===== config.mk =====
export PLATFORM = sky130hd
export DESIGN_NAME = gpio_bidir_ctrl
export DESIGN_NICKNAME = d
export VERILOG_FILES = /design/src/rtl/gpio_bidir_ctrl.sv
export SDC_FILE = /design/constraint.sdc
export NUM_CORES = 1
export LEC_CHECK = 0
export BUFFER_PORTS_ARGS = -buffer_cell sky130_fd_sc_hd__buf_4
export CAP_MARGIN = 20
export CELL_PAD_IN_SITES_DETAIL_PLACEMENT = 0
export CELL_PAD_IN_SITES_GLOBAL_PLACEMENT = 1
export CORE_UTILIZATION = 30
export CTS_CLUSTER_SIZE = 8
export DETAILED_ROUTE_END_ITERATION = 6
export PLACE_DENSITY_LB_ADDON = 0.1
export SYNTH_ARGS = -nofsm -noshare
export SYNTH_HDL_FRONTEND = slang
export SYNTH_SLANG_ARGS = --single-unit

===== constraint.sdc =====
create_clock -name clk -period 1.15 [get_ports clk]
set_input_delay 0.0575 -clock clk [delete_from_list [all_inputs] [get_ports clk]]
set_output_delay 0.0575 -clock clk [all_outputs]
set_load 0.02 [all_outputs]

===== src/rtl/gpio_bidir_ctrl.sv =====
// gpio_bidir_ctrl: write sequencer and readback debouncer for one bidirectional GPIO bank.
// Drive bursts are wrapped in dead turnaround cycles with the pins released. Readback is
// debounced only while the bank is in its input phase.
module gpio_bidir_ctrl #(
  parameter int WIDTH    = 1,
  parameter int TURN_CYC = 2,
  parameter int DEB_CYC  = 4
) (
  input  logic             clk,
  input  logic             rst_n,
  input  logic             wr_valid_i,
  input  logic [WIDTH-1:0] wr_data_i,
  input  logic [7:0]       wr_hold_i,
  output logic             wr_ready_o,
  output logic [WIDTH-1:0] gpio_din_o,
  output logic             gpio_tristate_o,
  input  logic [WIDTH-1:0] gpio_dout_i,
  output logic [WIDTH-1:0] rd_data_o,
  output logic             rd_valid_o,
  output logic [WIDTH-1:0] rise_o,
  output logic [WIDTH-1:0] fall_o,
  output logic             busy_o
);

  // The turn counter needs at least one bit even when turnaround is disabled.
  localparam int TW = (TURN_CYC > 0) ? $clog2(TURN_CYC + 1) : 1;
  localparam int DW = $clog2(DEB_CYC + 1);
  localparam logic [TW-1:0] TURN_LAST = TW'((TURN_CYC > 0) ? TURN_CYC - 1 : 0);
  localparam logic [DW-1:0] DEB_LAST  = DW'(DEB_CYC - 1);
  localparam logic [DW-1:0] DEB_MAX   = DW'(DEB_CYC);

  typedef enum logic [1:0] {IDLE_IN, TURN_OUT, DRIVE, TURN_IN} state_t;

  state_t           state, state_nxt;
  logic [1:0]       rst_pipe;
  logic             rst_int_n;
  logic             accept;
  logic [7:0]       hold_cnt;
  logic [TW-1:0]    turn_cnt;
  logic [WIDTH-1:0] data_q;
  logic [WIDTH-1:0] s_q;
  logic [WIDTH-1:0] cand;
  logic [DW-1:0]    cnt;

  // Reset synchronizer: assertion is immediate, release is aligned to two clock edges.
  always_ff @(posedge clk or negedge rst_n) begin
    if (!rst_n) rst_pipe <= 2'b00;
    else        rst_pipe <= {rst_pipe[0], 1'b1};
  end
  assign rst_int_n = rst_pipe[1];

  // Pins are released whenever the FSM is outside DRIVE, so reset releases them asynchronously.
  assign wr_ready_o      = (state == IDLE_IN);
  assign busy_o          = (state != IDLE_IN);
  assign gpio_tristate_o = (state != DRIVE);
  assign gpio_din_o      = data_q;
  assign accept          = wr_valid_i & wr_ready_o;

  // State register.
  always_ff @(posedge clk or negedge rst_int_n) begin
    if (!rst_int_n) state <= IDLE_IN;
    else            state <= state_nxt;
  end

  // Next-state logic for the turnaround/drive sequence.
  always_comb begin
    state_nxt = state;
    case (state)
      IDLE_IN:  if (accept) state_nxt = (TURN_CYC == 0) ? DRIVE : TURN_OUT;
      TURN_OUT: if (turn_cnt == TURN_LAST) state_nxt = DRIVE;
      DRIVE:    if (hold_cnt <= 8'd1) state_nxt = (TURN_CYC == 0) ? IDLE_IN : TURN_IN;
      TURN_IN:  if (turn_cnt == TURN_LAST) state_nxt = IDLE_IN;
      default:  state_nxt = IDLE_IN;
    endcase
  end

  // Write capture plus hold/turn counters; the turn counter wraps to zero ready for the next turn phase.
  always_ff @(posedge clk or negedge rst_int_n) begin
    if (!rst_int_n) begin
      hold_cnt <= 8'd0;
      turn_cnt <= '0;
      data_q   <= '0;
    end else if (accept) begin
      hold_cnt <= (wr_hold_i == 8'd0) ? 8'd1 : wr_hold_i;
      turn_cnt <= '0;
      data_q   <= wr_data_i;
    end else begin
      case (state)
        TURN_OUT, TURN_IN: turn_cnt <= (turn_cnt == TURN_LAST) ? '0 : turn_cnt + 1'b1;
        DRIVE:             hold_cnt <= hold_cnt - 8'd1;
        default:           ;
      endcase
    end
  end

  // Readback debounce: commit after DEB_CYC matching samples; edges only within a valid phase.
  always_ff @(posedge clk or negedge rst_int_n) begin
    if (!rst_int_n) begin
      s_q        <= '0;
      cand       <= '0;
      cnt        <= '0;
      rd_data_o  <= '0;
      rd_valid_o <= 1'b0;
      rise_o     <= '0;
      fall_o     <= '0;
    end else begin
      s_q    <= gpio_dout_i;
      rise_o <= '0;
      fall_o <= '0;
      if (accept) begin
        rd_valid_o <= 1'b0;
        cand       <= '0;
        cnt        <= '0;
      end else if (state == IDLE_IN) begin
        if (s_q != cand) begin
          cand <= s_q;
          cnt  <= '0;
        end else begin
          if (cnt != DEB_MAX) cnt <= cnt + 1'b1;
          if (cnt == DEB_LAST) begin
            rd_data_o  <= cand;
            rd_valid_o <= 1'b1;
            if (rd_valid_o) begin
              rise_o <= cand & ~rd_data_o;
              fall_o <= ~cand & rd_data_o;
            end
          end
        end
      end
    end
  end

endmodule


==> run_results.csv <==
group,metric,value,unit
global_route,gr-usage-all-layers,15.12,%
timing,slew_violations,0,
worst_hold_path,hold_depth,2,
synthesis,yosysWarnings,0,
placement,portBuffers,20,
floorplanning,coreArea,0.003771,mm²
floorplanning,rows,22,
routing,routed_via_density,4.753,
clocking,insertion_delay,0.27,ns
final_layout,synthToLayoutAreaGrowth,71.28,%
pwr,p_per_area,2498,mW/mm²
status,status,"finished, violations left",
synthesis,synth_area_per_cell,10.52,µm²
worst_setup_path,r2r-start,"hold_cnt[5]",
final_layout,final_nets,199,
worst_setup_path,r2r_end,"state[1]",
synthesis,synthCells,116,
global_route,grt.overflow.total,0,
worst_setup_path,cp_data_arrival_time,2.10,ns
synthesis,syn_nets,139,
worst_setup_path,critPathKind,"reg2reg",
final_layout,final_common_cell,"buf_4",
global_route,antenna_found_initial,0,
synthesis,synthesis.area,0.001220,mm²
worst_setup_path,setup.worst_path.start,"hold_cnt[5]",
timing,setup-violations-final,24,
synthesis,synth_area_leaders,"dfrtp_1 49%, ha_1 10%, xnor2_1 5.0%",
timing,fin_crit_sh,169.0,%
floorplanning,die_h,65.77,µm
global_route,grt_max_degree,16,
synthesis,synth_seq_cells,24,
placement,hpwl,2079,µm
worst_setup_path,worstPathCellList,"or4_4 > or4_4 > a21oi_4 > mux2_1",
clocking,clk_pin_slew,0.09,ns
status,violations,"negative setup slack",
pwr,ir_drop,1360,µV
timing,max_freq,514.5,MHz
placement,gp_congestion,0.7766,
worst_setup_path,endpoint_kind,"flip-flop",
timing,finClkSkew,0.004976,ns
routing,dr.pass1.iters,3,
worst_setup_path,rr_worst_depth,4,
worst_setup_path,cp_slowest_cell,"or4_4",
global_route,grt_pass1_wl,4968,µm
worst_setup_path,cp_data_required_time,1.31,ns
clocking,tritoncts,"built",
pwr,power.leakage,0.9239,nW
worst_hold_path,min-delay-start,"wr_data_i",
floorplanning,die_w,65.77,µm
routing,detail-route-antenna-nets,0,
pwr,total_power,0.005219,W
synthesis,yosys.area.top_type_share,49.23,%
timing,setup_slack,-0.7936,ns
worst_setup_path,critPathMostFrequentCell,"or4_4",
clocking,clock_path_buffers,2,
floorplanning,io_pins,21,
worst_setup_path,cp_max_fo,2,
global_route,grt_pass1_vias,1160,
final_layout,drive_gt1_share,56.57,%
routing,drtIter0Drc,22,
routing,wire_per_inst,13.26,µm
final_layout,mostFrequentLayoutCells,"34 x buf_4, 24 x dfrtp_1, 20 x buf_6",
worst_setup_path,r2r_slack,-0.79,ns
worst_hold_path,whs_endpoint,"gpio_din_o",
clocking,htreeDepth,1,
final_layout,antenna_cells,0,
routing,vias,1060,
timing,rsz0062_at_grt,"true",
synthesis,synth.distinct_cells,30,
final_layout,nFillCells,321,
timing,finalCriticalPeriod,1.944,ns
clocking,clock-sinks,24,
clocking,clock-root-buffer,"clkbuf_8",
floorplanning,dieArea,0.004326,mm²
synthesis,yosysSeqAreaShare,49.23,%
timing,whs,0.01110,ns
worst_setup_path,critPathLaunchType,"flip-flop",
worst_setup_path,cpPeakStageDelay,0.53,ns
timing,hold_viol,0,
routing,wirelength,2958,µm
synthesis,yosys.area.top_type,"dfrtp_1",
clocking,cts_made_buffers,3,
worst_hold_path,hold_path.class,"in2reg",
floorplanning,initial_core_util,32.35,%
routing,drc,0,
flow_run,drv_cap,0,
## synth_stat cells
library cell and number:
inv_1 9, a21oi_1 12, o21bai_1 1, clkbuf_1 2, mux2_1 1, o22ai_1 1, a211oi_1 1, conb_1 1
or3b_1 1, dfrtp_1 24, nor2_1 12, nand3_1 1, nor3_1 4, nor4_1 2, and3_1 2, nand2_1 4
o21ai_0 2, or3_1 1, a31oi_1 2, xnor2_1 7, nor2b_1 2, ha_1 10, xor2_1 1, a22o_1 2
o32a_2 1, or4_4 2, nor4b_1 2, a21oi_2 1, mux2_2 3, nand3b_1 2
## worst max-delay path by stage
stage | slack [ns] | to
detailed placement | -0.78 | state[1]
global route | -0.84 | state[1]
floorplan | -0.76 | state[1]
finish | -0.79 | state[1]
CTS | -0.80 | state[1]
global placement | -0.76 | state[1]
## area by class of cell
cell class	count	area, µm²	area share [%]
clock buffer	4	55.05	2.635
inverter	9	41.29	1.976
multi-input combinational	81	812.0	38.86
sequential	24	600.6	28.74
tap	48	60.06	2.874
timing repair buffer	57	520.5	24.91
## repair_timing
action / CTS / global route
pin swaps: 16 / 2
buffers inserted: 4 / 2
resized for setup: 41 / 12
hold buffers: 2 / 0
setup endpoints to repair: 24 / 24
endpoints found under the hold margin: 3 / 0
## layer usage
layer	share of wire [%]	wire, µm	global-route usage (%)	vias to the layer above
met3	3.4	100	3.621	2
met4	0.47	14	3.261	0
li1	-	-	-	522
met2	55	1631	28.57	20
met5	0	0	0	-
met1	41	1212	16.81	516
## registers in the layout, summed over array words and instances (netlist names)
name and count:
gpio_din_o 1, cnt 3, rd_data_o 1, turn_cnt 2, rise_o 1, rst_pipe 2, cand 1, s_q 1
hold_cnt 8, rd_valid_o 1, state 2, fall_o 1
## cells by family after synthesis
group	share of synthesized area, %
AND/OR/NAND/NOR	15.79
flip-flops	49.23
AO/OA/AOI/OAI	11.59
buffers and inverters	3.385
adder cells (fa/ha/maj)	10.26
XOR/XNOR	5.744
multiplexers	3.692
other	0.3074
## metrics by stage
| step | instance area [µm²] | worst slack (ns) | cells | util [%] | setup TNS [ns] |
|---|---|---|---|---|---|
| after floorplan | 1308 | -0.7648 | 116 | - | -4.780 |
| after global placement | 1742 | -0.7598 | 213 | 46.18 | -7.300 |
| after detailed placement | 1742 | -0.7804 | 213 | 46.18 | -7.262 |
| after CTS | 2023 | -0.7956 | 221 | 53.65 | -7.732 |
| after global routing | 2090 | -0.8432 | 223 | 55.41 | -10.44 |
| final | 2090 | -0.7936 | 223 | 55.41 | -9.048 |
## worst max-delay path: cells and delay by family, from the launching register on
kind	cells	cell delay, ns
compound gates	1	0.15
flops	1	0.39
mux	1	0.33
simple gates	2	0.97
## report_power, final
| part | total (W) | switching [W] | internal [W] |
|---|---|---|---|
| Sequential | 0.00131 | 0.000185 | 0.00112 |
| Combinational | 0.00333 | 0.00145 | 0.00188 |
| Clock | 0.000586 | 0.000280 | 0.000306 |
Note: power is estimated with default switching activity, not from simulation.
